<file path="src/rtl/uart_transmitter.sv">
// 8N1 UART serializer: one byte per valid/ready handshake. The start bit is on the line at the acceptance edge.
// ready_out stays low for the whole frame; a valid_in seen while busy is dropped and is never queued.
module uart_transmitter #(
  parameter int INPUT_CLOCK_FREQ = 100_000_000,
  parameter int BAUD_RATE        = 3_000_000
) (
  input  logic       clk_in,
  input  logic       rst_in,
  input  logic       valid_in,
  input  logic [7:0] byte_in,
  output logic       uart_tx_out,
  output logic       ready_out
);

  localparam int BAUD_BIT_PERIOD = INPUT_CLOCK_FREQ / BAUD_RATE;
  localparam int CNT_W = (BAUD_BIT_PERIOD > 2) ? $clog2(BAUD_BIT_PERIOD) : 1;
  localparam logic [CNT_W-1:0] CNT_LAST = CNT_W'(BAUD_BIT_PERIOD - 1);

  generate
    if (BAUD_BIT_PERIOD < 2) begin : g_bad_period
      $error("uart_transmitter: BAUD_BIT_PERIOD must be at least 2");
    end
  endgenerate

  typedef enum logic [1:0] {IDLE, START, DATA, STOP} state_t;

  state_t           state, state_nxt;
  logic [CNT_W-1:0] baud_cnt, baud_cnt_nxt;
  logic [2:0]       bit_idx, bit_idx_nxt;
  logic [7:0]       shift_reg, shift_reg_nxt;
  logic             tx_nxt, ready_nxt;
  logic             bit_end;

  assign bit_end = (baud_cnt == CNT_LAST);

  always_ff @(posedge clk_in) begin
    if (rst_in) begin
      state       <= IDLE;
      baud_cnt    <= '0;
      bit_idx     <= '0;
      shift_reg   <= '0;
      uart_tx_out <= 1'b1;
      ready_out   <= 1'b1;
    end else begin
      state       <= state_nxt;
      baud_cnt    <= baud_cnt_nxt;
      bit_idx     <= bit_idx_nxt;
      shift_reg   <= shift_reg_nxt;
      uart_tx_out <= tx_nxt;
      ready_out   <= ready_nxt;
    end
  end

  // The line value is computed one edge ahead, so the output register only moves on bit boundaries.
  always_comb begin
    state_nxt     = state;
    baud_cnt_nxt  = baud_cnt;
    bit_idx_nxt   = bit_idx;
    shift_reg_nxt = shift_reg;
    tx_nxt        = uart_tx_out;
    ready_nxt     = ready_out;

    if (state != IDLE) begin
      baud_cnt_nxt = bit_end ? '0 : baud_cnt + CNT_W'(1);
    end

    case (state)
      IDLE: begin
        tx_nxt    = 1'b1;
        ready_nxt = 1'b1;
        if (valid_in && ready_out) begin
          shift_reg_nxt = byte_in;
          tx_nxt        = 1'b0;
          ready_nxt     = 1'b0;
          baud_cnt_nxt  = '0;
          state_nxt     = START;
        end
      end
      START: begin
        if (bit_end) begin
          state_nxt   = DATA;
          bit_idx_nxt = 3'd0;
          tx_nxt      = shift_reg[0];
        end
      end
      DATA: begin
        if (bit_end) begin
          if (bit_idx == 3'd7) begin
            state_nxt = STOP;
            tx_nxt    = 1'b1;
          end else begin
            bit_idx_nxt = bit_idx + 3'd1;
            tx_nxt      = shift_reg[bit_idx_nxt];
          end
        end
      end
      STOP: begin
        if (bit_end) begin
          state_nxt = IDLE;
          ready_nxt = 1'b1;
          tx_nxt    = 1'b1;
        end
      end
      default: begin
        state_nxt = IDLE;
      end
    endcase
  end

endmodule

</file>
<file path="config.mk">
export PLATFORM = sky130hd
export DESIGN_NAME = uart_transmitter
export DESIGN_NICKNAME = d
export VERILOG_FILES = /design/src/rtl/uart_transmitter.sv
export SDC_FILE = /design/constraint.sdc
export NUM_CORES = 1
export LEC_CHECK = 0
export ABC_AREA = 1
export CAP_MARGIN = 20
export CORE_AREA = 2 2 54 56
export CTS_CLUSTER_SIZE = 30
export DETAILED_ROUTE_END_ITERATION = 12
export DIE_AREA = 0 0 56 58
export DONT_BUFFER_PORTS = 1
export SYNTH_ARGS = -nofsm -noshare
export SYNTH_HDL_FRONTEND = slang
export SYNTH_SLANG_ARGS = --single-unit
</file>
<file path="constraint.sdc">
create_clock -name clk_in -period 1.5 [get_ports clk_in]
set_input_delay 0.075 -clock clk_in [delete_from_list [all_inputs] [get_ports clk_in]]
set_output_delay 0.075 -clock clk_in [all_outputs]
set_load 0.01 [all_outputs]
</file>
# [After elaboration in Yosys (flattened, before gate mapping)]
# Index checks and enable logic that the tools add are counted.
[totals] regBits=21 latch_bits=0 ram_bits=0 mem_bits_ro=0 input_bits=11 output_inout_bits=2 word_cells=53 memories=0
[classes] addsub=2 mul=0 n_div=0 magnitude_cmp=1 n_eq_ne=11 shift=0 mux=23 n_bitwise=0 n_reduce_logical=10
[op_table] op="2-to-1 mux 6 bit" n=4
[op_table] op="inequality test 2 bit, second input constant" n=6
[op_table] op="2-to-1 mux 2 bit" n=5
[op_table] op="2-to-1 mux 3 bit" n=3
[op_table] op="one-hot mux 2 bit (4 select lines)" n=1
[op_table] op="adder 6 x 1 -> 6 bit, second input constant" n=1
[op_table] op="equality test 6 bit, second input constant" n=1
[op_table] op="2-to-1 mux 1 bit" n=6
[op_table] op="one-hot mux 3 bit (2 select lines)" n=1
[op_table] op="nonzero test 2 bit" n=3
[op_table] op="AND reduction 5 bit" n=1
[op_table] op="equality test 2 bit, second input constant" n=2
[op_table] op="< comparator 3 x 4 -> 1 bit, second input constant" n=1
[op_table] op="one-hot mux 1 bit (4 select lines)" n=1
[op_table] op="AND reduction 2 bit" n=2
[op_table] op="AND reduction 4 bit" n=1
[op_table] op="adder 3 x 1 -> 3 bit, second input constant" n=1
[op_table] op="binary-select mux 1 bit (select 3 bit)" n=1
[op_table] op="equality test 3 bit, second input constant" n=1
[op_table] op="AND reduction 3 bit" n=1
[op_table] op="equality test 2 x 1 -> 1 bit, second input constant" n=1
[op_table] op="zero test 2 bit" n=1
[op_table] op="one-hot mux 1 bit (2 select lines)" n=1
[op_table] op="logical AND 1 bit" n=1

# [Longest topological paths before layout]
# Gate-level depths: netlist of run 1.
[logic_depth] word_depth=6 mapped_depth=10

# [Least setup slack after synthesis of run 1]
# Ideal clock, no wire load.
[synth_timing] path_kind="register to register" startpoint="register bit_idx[0]" endpoint="register bit_idx[0]" setup_time_ns=0.121 t_arrival_ns=1.199 t_required_ns=1.379 slack_ns=0.179 path_stages_with_launch=9 path_buffers=0 period_less_slack_ns=1.321 cell_sequence="dfxtp_1 -> ha_1 -> ha_1 -> inv_1 -> nand2_1 -> o21ai_0 -> nand2_2 -> a21oi_1 -> a211oi_2"
[synth_between] elab_chain_len=4 elab_cells_between_ends=7
[synth_rtl] element="start, declared" line="29" source="logic [2:0] bit_idx, bit_idx_nxt;"
[synth_rtl] element="start signal, assigned" line="47" source="bit_idx <= bit_idx_nxt;"
[synth_rtl] element="adder 3 x 1 -> 3 bit" line="92" source="bit_idx_nxt = bit_idx + 3'd1;"
[synth_rtl] element="2-to-1 mux 3 bit" line="88" source="if (bit_idx == 3'd7) begin"
[synth_rtl] element="2-to-1 mux 3 bit" line="87" source="if (bit_end) begin"
[synth_rtl] element="one-hot mux 3 bit (2 select lines)" line="67" source="case (state)"
# Parallel ways exist; a longest one is shown, timed or not. The select of a mux whose other input is x is not followed.
# A chain may end at the register's enable or synchronous reset.

# [Final worst setup path of run 1]
[layout_timing] startpoint="register baud_cnt[0]" endpoint="register bit_idx[1]"
[layout_between] elab_chain_len=3 elab_cells_between_ends=4
[layout_rtl] element="start, declared" line="28" source="logic [CNT_W-1:0] baud_cnt, baud_cnt_nxt;"
[layout_rtl] element="start signal, assigned" line="46" source="baud_cnt <= baud_cnt_nxt;"
[layout_rtl] element="equality test 6 bit (*)" line="34" source="assign bit_end = (baud_cnt == CNT_LAST);"
[layout_rtl] element="inequality test 2 bit (no source line)"
[layout_rtl] element="AND reduction 4 bit (no source line) (*)"
# Mark *: on every way between the ends. The rest lies on a longest branch, timed or not.

==> key figures, run 1 <==
Synthesis
  • Multiplexer share of the synthesized area: 0%
  • Most used DFF post-synth: dfxtp_1
  • Sequential-to-total area share from yosys stat: a little under two fifths
  • EDFF count, synth: 0
  • #FFs+latches synth: 21
  • Ys Warns: 0
  • Cells after synthesis: between 150 and 200
  • Complex-gate fraction of the synthesized area: between 10% and 20%
  • Syn avg cell area: 7.24 um2
  • Synth Area in Adders: under 10%
  • Synth Area in Simple Gates: between 20 and 25%
  • Xor/xnor share of the synthesized area: roughly 1.5%
  • Area of the mapped netlist: ~1100 um2
  • Main combinational cell family by area after synthesis: simple AND/OR/NAND/NOR gates
  • Post-Syn Nets: roughly 180
  • Netlist cell types: 29
  • Async S/R FF share, synth: 0%

Floorplanning
  • I/O pin count: 13
  • # rows: 19
  • Die ar.: ~3200 um2
  • Core area: 2660 um2
  • Chip Width: approximately 56 um
  • DIE HEIGHT: between 50 and 60 um
  • Initial core utilization: between 40% and 50%

Clocking
  • Sink Count: 21
  • Clock buffer count from CTS: 3
  • Max H-tree Level: 1
  • Clk buf depth: 2
  • TritonCTS clock tree: built
  • Cell at the root of the clock tree: clkbuf_4
  • Clock transition at path regs: roughly 120 ps
  • Clock insertion delay at the later pin of the skew report: roughly 300 ps
  • Post-CTS Setup Bufs: 0

Detailed routing
  • Final wirelength: around 2300 um
  • Drt pass-1 iters: 4
  • Drt wl/cell: 11.2 um
  • DRT iter0 DRCs: 14
  • Routed Antenna Nets: 0
  • Via Count: 993
  • Vias per inst: 4.94
  • # DRC: 0

Global route
  • Initial antenna violation count: 0
  • Congestion Overflow GR: 0
  • Gr usage total: between 10% and 20%
  • Largest net degree at the start of global routing: 17
  • Global-route wire length before repair: slightly below 4000 um
  • Number of global-route vias before repair: approximately 900

STA
  • Clock skew: between 1 and 1.5 ps
  • Setup TNS: 0 ps
  • Fin. max-slew vios: 0
  • Tmin final: around 1400 ps
  • Final Hold Fails: 0
  • Tcrit/Tclk final: between 90% and 100%
  • Relative slew slack: a little under three quarters
  • Final setup vio count: 0
  • PnR worst setup slack: between 90 and 100 ps
  • Max Fclk: slightly above 0.7 GHz
  • Worst Max-Slew Pin Slew: ~420 ps
  • Fin Hold WS: between 100 and 150 ps

Setup path
  • Reg-to-reg endpoint: bit_idx[1]$_SDFFE_PP0P_
  • FF-to-FF path depth: 8
  • Flop-to-flop setup slack: 90 ps
  • Critical Path Stages: 8
  • Worst path buffer plus inverter count: 2
  • CP required: roughly 1700 ps
  • CP Capture Point: bit_idx[1]$_SDFFE_PP0P_
  • Crit path max fanout: 5
  • WS Path Type: reg2reg
  • Crit path largest cell delay: roughly 370 ps
  • Crit start category: register
  • Max stage delay cell, worst path: dfxtp_1
  • Worst path cell trace: inv_1, ha_1, nand3_2, nor3_4, nand2_2, clkinv_1, nand3_1, a21oi_1
  • CP arrival: roughly 1700 ps
  • CP startpoint: baud_cnt[0]$_SDFF_PP0_
  • CP delay by family, top: simple AND/OR/NAND/NOR gates
  • Crit end category: register
  • R2R Path Start: baud_cnt[0]$_SDFF_PP0_

Cells and area
  • Layout cells sized above 1: 16.5%
  • Multi-input gate area: 613 um2
  • Diodes inserted: 0
  • Fill cells: between 200 and 300
  • Area delta synth->final: 15.3%
  • Cell Count, Final, Fillers Out: ~200
  • Fin nets: 190
  • Sequential standard cell area: 423 um2
  • Max FFs per register: 8

Run
  • Max_cap viols: 0

Placement
  • PortBufs: 0
  • Setup slack after placement: roughly 93 ps
  • Dpl hpwl: between 1500 and 2000 um
  • GPL Wtd Cong: a little under 0.8
  • Placed Cells: between 150 and 200

Power and ir drop
  • Leakage: 0.546 nW
  • Maximum VDD drop: slightly above 0.001 V
  • Design Power: approximately 2 mW
  • P per Cell Area: 1530 nW/um2

Hold path
  • Worst hold path cell count: 3
  • Hold_sp: valid_in
  • Hold crit path type: in2reg

Run status
  • Run status: finished, final reports clean
area by class of cell:
cell class	count	share of cell area (%)
Clock buffer	3	1.71
Clock inverter	1	0.380
Inverter	29	8.44
Multi-Input combinational cell	105	46.5
Sequential cell	21	32.1
Tap cell	31	2.94
Timing Repair Buffer	11	7.97
synthesized netlist by cell type (2+ instances only):
| cell | count | area share, % |
|---|---|---|
| a21oi_1 | 17 | 7.4 |
| clkinv_1 | 2 | 0.66 |
| dfxtp_1 | 21 | 37 |
| ha_1 | 8 | 8.8 |
| inv_1 | 21 | 6.9 |
| inv_2 | 6 | 2.0 |
| nand2_1 | 35 | 11 |
| nand3_1 | 13 | 5.7 |
| nor2_1 | 3 | 0.98 |
| nor2_2 | 2 | 1.1 |
| o21ai_0 | 3 | 1.3 |
| o21ai_1 | 10 | 4.4 |
report_power, final:
part	internal [mW]	switching (mW)	total (mW)
clock	0.0995	0.178	0.277
sequential	0.706	0.0839	0.790
combinational	0.341	0.612	0.953
total	1.15	0.874	2.02
placed cells by master (no fill, tap or decap), drive strengths merged:
master,n
nand2,36
inv,27
dfxtp,21
a21oi,18
nand3,14
o21ai,13
dlygate4sd3,9
ha,8
nor2,5
clkbuf,3
clkinv,3
nor3,3
buf,2
a211oi,2
nand4,1
xnor2,1
xor2,1
or2,1
o211ai,1
o2111ai,1
layer usage:
layer | vias to the layer above | track usage, % | wire (um)
li1 | 535 | - | -
met1 | 442 | 19.8 | 1090
met2 | 12 | 24.4 | 1070
met3 | 4 | 2.23 | 56
met4 | 0 | 8.16 | 46
met5 | - | 0 | 0
worst reg2reg max path: stages (launching register included):
cell	delay, ps
dfxtp_1	370
inv_1	80
ha_1	180
nand3_2	100
nor3_4	200
nand2_2	140
clkinv_1	90
nand3_1	70
a21oi_1	120
cells by family (layout without fill, tap and decap cells):
group,after synthesis,count (layout)
AOI/OAI and AO/OA,35,35
xor gates and xnor gates,2,2
adders and majority gates,8,8
DFF,21,21
buffers and inverters,32,44
and+or+nand+nor,60,60
metrics by stage:
| stage | area (um2) | utilization [%] |
|---|---|---|
| 3_3_place_gp | 1180 | 44.2 |
| 6_report | 1320 | 49.5 |
| 2_1_floorplan | 1140 | - |
| 5_1_grt | 1320 | 49.5 |
| 3_5_place_dp | 1180 | 44.2 |
| 4_1_cts | 1290 | 48.6 |
how the worst min path moves through the flow:
| stage | endpoint | slack [ps] |
|---|---|---|
| detailed placement | baud_cnt[4]$_SDFF_PP0_ | 140 |
| global placement | baud_cnt[4]$_SDFF_PP0_ | 140 |
| global route | baud_cnt[0]$_SDFF_PP0_ | 180 |
| floorplan | shift_reg[3]$_SDFFE_PP0P_ | 250 |
| CTS | baud_cnt[0]$_SDFF_PP0_ | 110 |
| finish | baud_cnt[0]$_SDFF_PP0_ | 140 |
repair_timing:
item	4_1_cts	5_1_grt
setup endpoints to repair	0	13
hold endpoints to repair	17	0
hold buffers	9	0
gates resized for setup	0	10
(Power assumes the default switching activity.)
==> run 2: changes to the inputs <==
--- a/config.mk
+++ b/config.mk
@@ -7,11 +7,15 @@
 export LEC_CHECK = 0
 export ABC_AREA = 1
 export CAP_MARGIN = 20
-export CORE_AREA = 2 2 54 56
+export CELL_PAD_IN_SITES_DETAIL_PLACEMENT = 2
+export CELL_PAD_IN_SITES_GLOBAL_PLACEMENT = 2
+export CORE_AREA = 2 2 61 63
 export CTS_CLUSTER_SIZE = 30
 export DETAILED_ROUTE_END_ITERATION = 12
-export DIE_AREA = 0 0 56 58
+export DIE_AREA = 0 0 63 65
 export DONT_BUFFER_PORTS = 1
+export PLACE_DENSITY_LB_ADDON = 0.1
+export SKIP_LAST_GASP = 1
 export SYNTH_ARGS = -nofsm -noshare
 export SYNTH_HDL_FRONTEND = slang
 export SYNTH_SLANG_ARGS = --single-unit
==> run 2 against run 1 <==
Non-clock buffer count rose by 2. Critical path type unchanged. Cell area rose by 3.3%. Routed wire length rose by 37%. Critical path depth did not move. Sequential power fell by 1%. Clock skew rose by 6.4 ps.
==> key figures, run 2 (same netlist as run 1, synthesis figures left out) <==
Setup path
  • Crit end category: register
  • Reg-to-reg endpoint: bit_idx[1]$_SDFFE_PP0P_
  • Flop-to-flop setup slack: between 90 and 100 ps
  • Crit start category: register
  • CP required: ~1800 ps
  • CP arrival: 1670 ps
  • Worst path cell trace: inv_1, ha_1, nand3_2, nor3_4, nand2_2, inv_2, nand3_1, a21oi_1
  • Crit path largest cell delay: between 300 and 400 ps
  • CP delay by family, top: simple AND/OR/NAND/NOR gates
  • Worst path buffer plus inverter count: 2
  • CP startpoint: baud_cnt[0]$_SDFF_PP0_
  • Crit path max fanout: 5
  • Critical Path Stages: 8
  • CP Capture Point: bit_idx[1]$_SDFFE_PP0P_
  • WS Path Type: reg2reg
  • FF-to-FF path depth: 8
  • Max stage delay cell, worst path: dfxtp_1
  • R2R Path Start: baud_cnt[0]$_SDFF_PP0_

Detailed routing
  • # DRC: 0
  • Via Count: roughly 1100
  • DRT iter0 DRCs: 14
  • Drt wl/cell: between 10 and 15 um
  • Routed Antenna Nets: 0
  • Drt pass-1 iters: 4
  • Final wirelength: 3090 um
  • Vias per inst: just under 5

Clocking
  • Max H-tree Level: 1
  • Clk buf depth: 2
  • TritonCTS clock tree: built
  • Sink Count: 21
  • Clock insertion delay at the later pin of the skew report: approximately 310 ps
  • Clock buffer count from CTS: 3
  • Clock transition at path regs: 130 ps
  • Cell at the root of the clock tree: clkbuf_4

Cells and area
  • Area delta synth->final: 19.1%
  • Layout cells sized above 1: between 15 and 20%
  • Finished Cell Area: around 1400 um2
  • Fin nets: around 190
  • Fill cells: around 430
  • Max FFs per register: 8
  • Diodes inserted: 0
  • Final design utilization: 39.0%
  • Commonest non-fill, non-tap cells in the layout: nand2_1, inv_1, dfxtp_1
  • Most common cell after layout, fill and taps aside: nand2_1

STA
  • RSZ-0062 raised after global routing: true
  • Tmin final: approximately 1400 ps
  • Final setup vio count: 0
  • Max Fclk: about 0.7 GHz
  • Relative slew slack: a little over 70%
  • Tcrit/Tclk final: 94.0%
  • Worst Max-Slew Pin Slew: 427 ps
  • Fin. max-slew vios: 0
  • Setup TNS: 0 ps
  • Final Hold Fails: 0
  • Fin Hold WS: between 100 and 150 ps
  • Clock skew: around 7.6 ps

Floorplanning
  • Chip Width: approximately 63 um
  • I/O pin count: 13
  • Core area: 3500 um2
  • Die ar.: 4100 um2
  • Initial core utilization: between 30% and 40%
  • DIE HEIGHT: ~65 um
  • # rows: 22

Power and ir drop
  • Design Power: 2.15 mW
  • P per Cell Area: around 1600 nW/um2
  • Leakage: 0.566 nW
  • Maximum VDD drop: ~0.00073 V

Run
  • Max_cap viols: 0

Global route
  • Initial antenna violation count: 0
  • Number of global-route vias before repair: approximately 1100
  • Congestion Overflow GR: 0
  • Grt met3 use: 3.30%
  • GR Util met2: a little under 30%
  • Gr usage total: about 17%
  • Global routing's busiest layer: met2
  • M1 GR Usage: a little over a fifth
  • Global-route wire length before repair: ~5400 um
  • Largest net degree at the start of global routing: 17

Run status
  • Run status: finished, final reports clean

Hold path
  • Hold crit path type: in2reg

Placement
  • GPL Wtd Cong: about 0.73
  • Dpl hpwl: roughly 2300 um
  • Area post-placement: approximately 1200 um2
  • PortBufs: 0
## run 2: cell count changes in the layout (fill, tap and decap cells not counted), moves of 2 or more
| cell | before | now |
|---|---|---|
| buf_4 | 2 | 4 |
| inv_2 | 5 | 7 |
| nand2_1 | 35 | 33 |
| nand2_2 | 1 | 3 |
## run 2: through the flow
step,worst slack (ps),instances
finish,90.4,220
global route,-33.0,220
CTS,17.9,220
detailed placement,48.9,207
global placement,63.9,207
floorplan,179,158
## run 2: routing by layer
layer,vias up,share of wire [%],routed length [um]
li1,541,-,-
met1,506,45,1400
met2,10,52,1600
met3,2,1.8,56
met4,0,1.0,31
met5,-,0,0
## run 2: cell type report
cell class / count / area [um2] / area share, %
clock inverter: 1 / 5.00 / 0.367
inverter: 29 / 111 / 8.17
tap: 48 / 60.1 / 4.41
clock buffer: 3 / 22.5 / 1.65
multi-input combinational: 105 / 621 / 45.5
sequential: 21 / 423 / 31.0
timing repair buffer: 13 / 120 / 8.82
## run 2: worst min-delay path: cells and delay by family
family	cells	cell delay, ps
compound gates	1	80
simple gates	2	240
## run 2: timing repair
| item | 4_1_cts | 5_1_grt |
|---|---|---|
| gates resized for setup | 0 | 14 |
| endpoints found under the setup margin | 0 | 18 |
| hold buffers | 9 | 0 |
| endpoints found under the hold margin | 18 | 0 |
| buffers inserted | 0 | 0 |
## run 2: worst min path at each step
stage | from | end | slack (ps) | depth (start not counted)
3_5_place_dp | rst_in | baud_cnt[4]$_SDFF_PP0_ | 140 | 1
6_report | valid_in | baud_cnt[0]$_SDFF_PP0_ | 120 | 3
4_1_cts | valid_in | baud_cnt[0]$_SDFF_PP0_ | 110 | 3
2_1_floorplan | byte_in[3] | shift_reg[3]$_SDFFE_PP0P_ | 250 | 2
3_3_place_gp | rst_in | baud_cnt[4]$_SDFF_PP0_ | 140 | 1
5_1_grt | valid_in | baud_cnt[0]$_SDFF_PP0_ | 110 | 3
## run 2: where the power goes
group	internal [mW]	switching [mW]
registers	0.703	0.0788
logic	0.376	0.697
clock network	0.0997	0.192
total	1.18	0.968
==> run 3: changes to the inputs <==
--- a/config.mk
+++ b/config.mk
@@ -14,7 +14,8 @@
 export DETAILED_ROUTE_END_ITERATION = 12
 export DIE_AREA = 0 0 63 65
 export DONT_BUFFER_PORTS = 1
-export PLACE_DENSITY_LB_ADDON = 0.1
+export GPL_TIMING_DRIVEN = 0
+export PLACE_DENSITY_LB_ADDON = 0.05
 export SKIP_LAST_GASP = 1
 export SYNTH_ARGS = -nofsm -noshare
 export SYNTH_HDL_FRONTEND = slang
==> run 3 against run 2 <==
Fmax shrank 2.1%. First-iteration DRC count rose to 4.1 times the previous value. Cell count rose by 1.4%. Critical endpoint is now bit_idx[2]$_SDFFE_PP0P_. Sequential cell count unchanged.
==> key figures, run 3 (same netlist as run 1, synthesis figures left out) <==
STA
  • Clock skew: about 8.4 ps
  • Tmin final: ~1400 ps
  • Relative slew slack: 81.2%
  • Final setup vio count: 0
  • Final Hold Fails: 0
  • Max Fclk: 0.694 GHz
  • Fin. max-slew vios: 0
  • Tcrit/Tclk final: a little over nine tenths
  • RSZ-0062 raised after global routing: true
  • Worst Max-Slew Pin Slew: approximately 280 ps
  • Fin Hold WS: about 58 ps
  • PnR worst setup slack: around 60 ps

Run
  • Max_cap viols: 0

Setup path
  • Most common cell on crit path: inv_2
  • Max stage delay cell, worst path: dfxtp_4
  • CP required: ~1800 ps
  • CP arrival: between 1500 and 2000 ps
  • FF-to-FF path depth: 9
  • Crit end category: register
  • Flop-to-flop setup slack: around 60 ps
  • CP delay by family, top: flip-flops
  • Reg-to-reg endpoint: bit_idx[2]$_SDFFE_PP0P_
  • WS Path Type: reg2reg
  • Crit path largest cell delay: 380 ps
  • Crit start category: register
  • Worst path buffer plus inverter count: 2
  • Crit path max fanout: 4
  • Worst path cell trace: ha_4, ha_1, inv_2, nand2_1, o21ai_1, nand2_2, inv_2, nand3_1, a21oi_2
  • R2R Path Start: bit_idx[0]$_SDFFE_PP0P_

Placement
  • GPL Wtd Cong: between 0.7 and 0.8
  • Setup slack after placement: -104 ps
  • Area post-placement: around 1200 um2
  • PortBufs: 0
  • Dpl hpwl: around 2400 um

Global route
  • Initial antenna violation count: 0
  • Congestion Overflow GR: 0
  • Largest net degree at the start of global routing: 13
  • Global-route wire length before repair: 5550 um
  • Number of global-route vias before repair: roughly 1100
  • Gr usage total: between 10% and 20%

Floorplanning
  • DIE HEIGHT: 65 um
  • # rows: 22
  • I/O pin count: 13
  • Die ar.: roughly 4100 um2
  • Core area: around 3500 um2
  • Chip Width: roughly 63 um
  • Initial core utilization: between 30% and 40%

Cells and area
  • Multi-input gate area: about 650 um2
  • Layout cells sized above 1: 26.3%
  • Fin nets: ~200
  • Sequential standard cell area: 434 um2
  • Most common cell after layout, fill and taps aside: nand2_1
  • Area delta synth->final: 24.9%
  • Commonest non-fill, non-tap cells in the layout: nand2_1, inv_1, dfxtp_1
  • Diodes inserted: 0
  • Finished Cell Area: ~1400 um2
  • Fill cells: 428
  • Max FFs per register: 8

Clocking
  • Sink Count: 21
  • Clock buffer count from CTS: 3
  • Clock insertion delay at the later pin of the skew report: about 330 ps
  • Max H-tree Level: 1
  • Clk buf depth: 2
  • Cell at the root of the clock tree: clkbuf_4
  • Clock transition at path regs: 140 ps
  • TritonCTS clock tree: built

Detailed routing
  • Vias per inst: 4.83
  • Final wirelength: about 3200 um
  • Routed Antenna Nets: 0
  • Via Count: 1076
  • # DRC: 0
  • DRT iter0 DRCs: 58
  • Drt wl/cell: around 15 um
  • Drt pass-1 iters: 4

Power and ir drop
  • P per Cell Area: approximately 1600 nW/um2
  • Maximum VDD drop: slightly above 0.0009 V
  • Leakage: between 0.5 and 0.6 nW

Hold path
  • Hold crit path type: in2reg
  • Hold Crit Endpoint: baud_cnt[4]$_SDFF_PP0_
  • Hold_sp: rst_in
  • Worst hold path cell count: 2

Run status
  • Run status: finished, final reports clean
[run 3: changes by cell type in the layout (fill, tap and decap cells not counted), moves of 3 or more]
cell,previous run,this run
dfxtp_1,19,16
dfxtp_4,0,3
ha_1,7,4
ha_4,0,3
inv_1,20,16
inv_2,7,11
[run 3: cell type report]
class / instances / area share (%)
timing repair buffer: 13 / 8.49
inverter: 29 / 7.79
clock inverter: 1 / 0.350
sequential: 21 / 30.4
buffer: 3 / 1.49
multi-input combinational: 105 / 45.7
tap: 48 / 4.20
clock buffer: 3 / 1.58
[run 3: stage by stage]
step,TNS (ps),total power [mW],utilization [%],cells
after global routing,-34.3,2.47,40.9,223
after detailed placement,-208,1.79,34.4,206
after global placement,0,1.71,34.4,206
final,0,2.24,40.9,223
after CTS,-37.5,2.12,38.0,219
after floorplan,0,1.51,-,158
[run 3: where the power goes]
group / total [mW] / internal [mW] / switching, mW / leakage [nW]
Combinational: 1.12 / 0.419 / 0.696 / 0.385
Sequential: 0.818 / 0.715 / 0.102 / 0.175
Clock: 0.309 / 0.100 / 0.209 / 0.0177
Total: 2.24 / 1.23 / 1.01 / 0.578
[run 3: worst max path at each step]
stage                            startpoint                      end  slack [ps]  cells after the start
floorplan           bit_idx[0]$_SDFFE_PP0P_  bit_idx[0]$_SDFFE_PP0P_         180                      8
global placement    bit_idx[0]$_SDFFE_PP0P_  bit_idx[1]$_SDFFE_PP0P_           4                      9
detailed placement  bit_idx[0]$_SDFFE_PP0P_  bit_idx[1]$_SDFFE_PP0P_        -100                      9
CTS                 bit_idx[0]$_SDFFE_PP0P_  bit_idx[1]$_SDFFE_PP0P_         -40                      9
global route         baud_cnt[0]$_SDFF_PP0_  bit_idx[2]$_SDFFE_PP0P_         -20                      8
finish              bit_idx[0]$_SDFFE_PP0P_  bit_idx[2]$_SDFFE_PP0P_          60                      9
[run 3: timing repair]
item,CTS,global route
endpoints found under the setup margin,5,16
pin swaps,1,6
endpoints found under the hold margin,8,0
buffers inserted,1,4
gates resized for setup,5,24
gates cloned,0,0
hold buffers,8,0
[run 3: metal layers]
layer	part of all wire (%)	routed length, um	track usage [%]	vias to the layer above
li1	-	-	-	542
met1	47	1540	22.0	520
met2	49	1600	30.3	9
met3	1.8	57	2.78	5
met4	1.4	46	6.67	0
met5	0	0	0	-
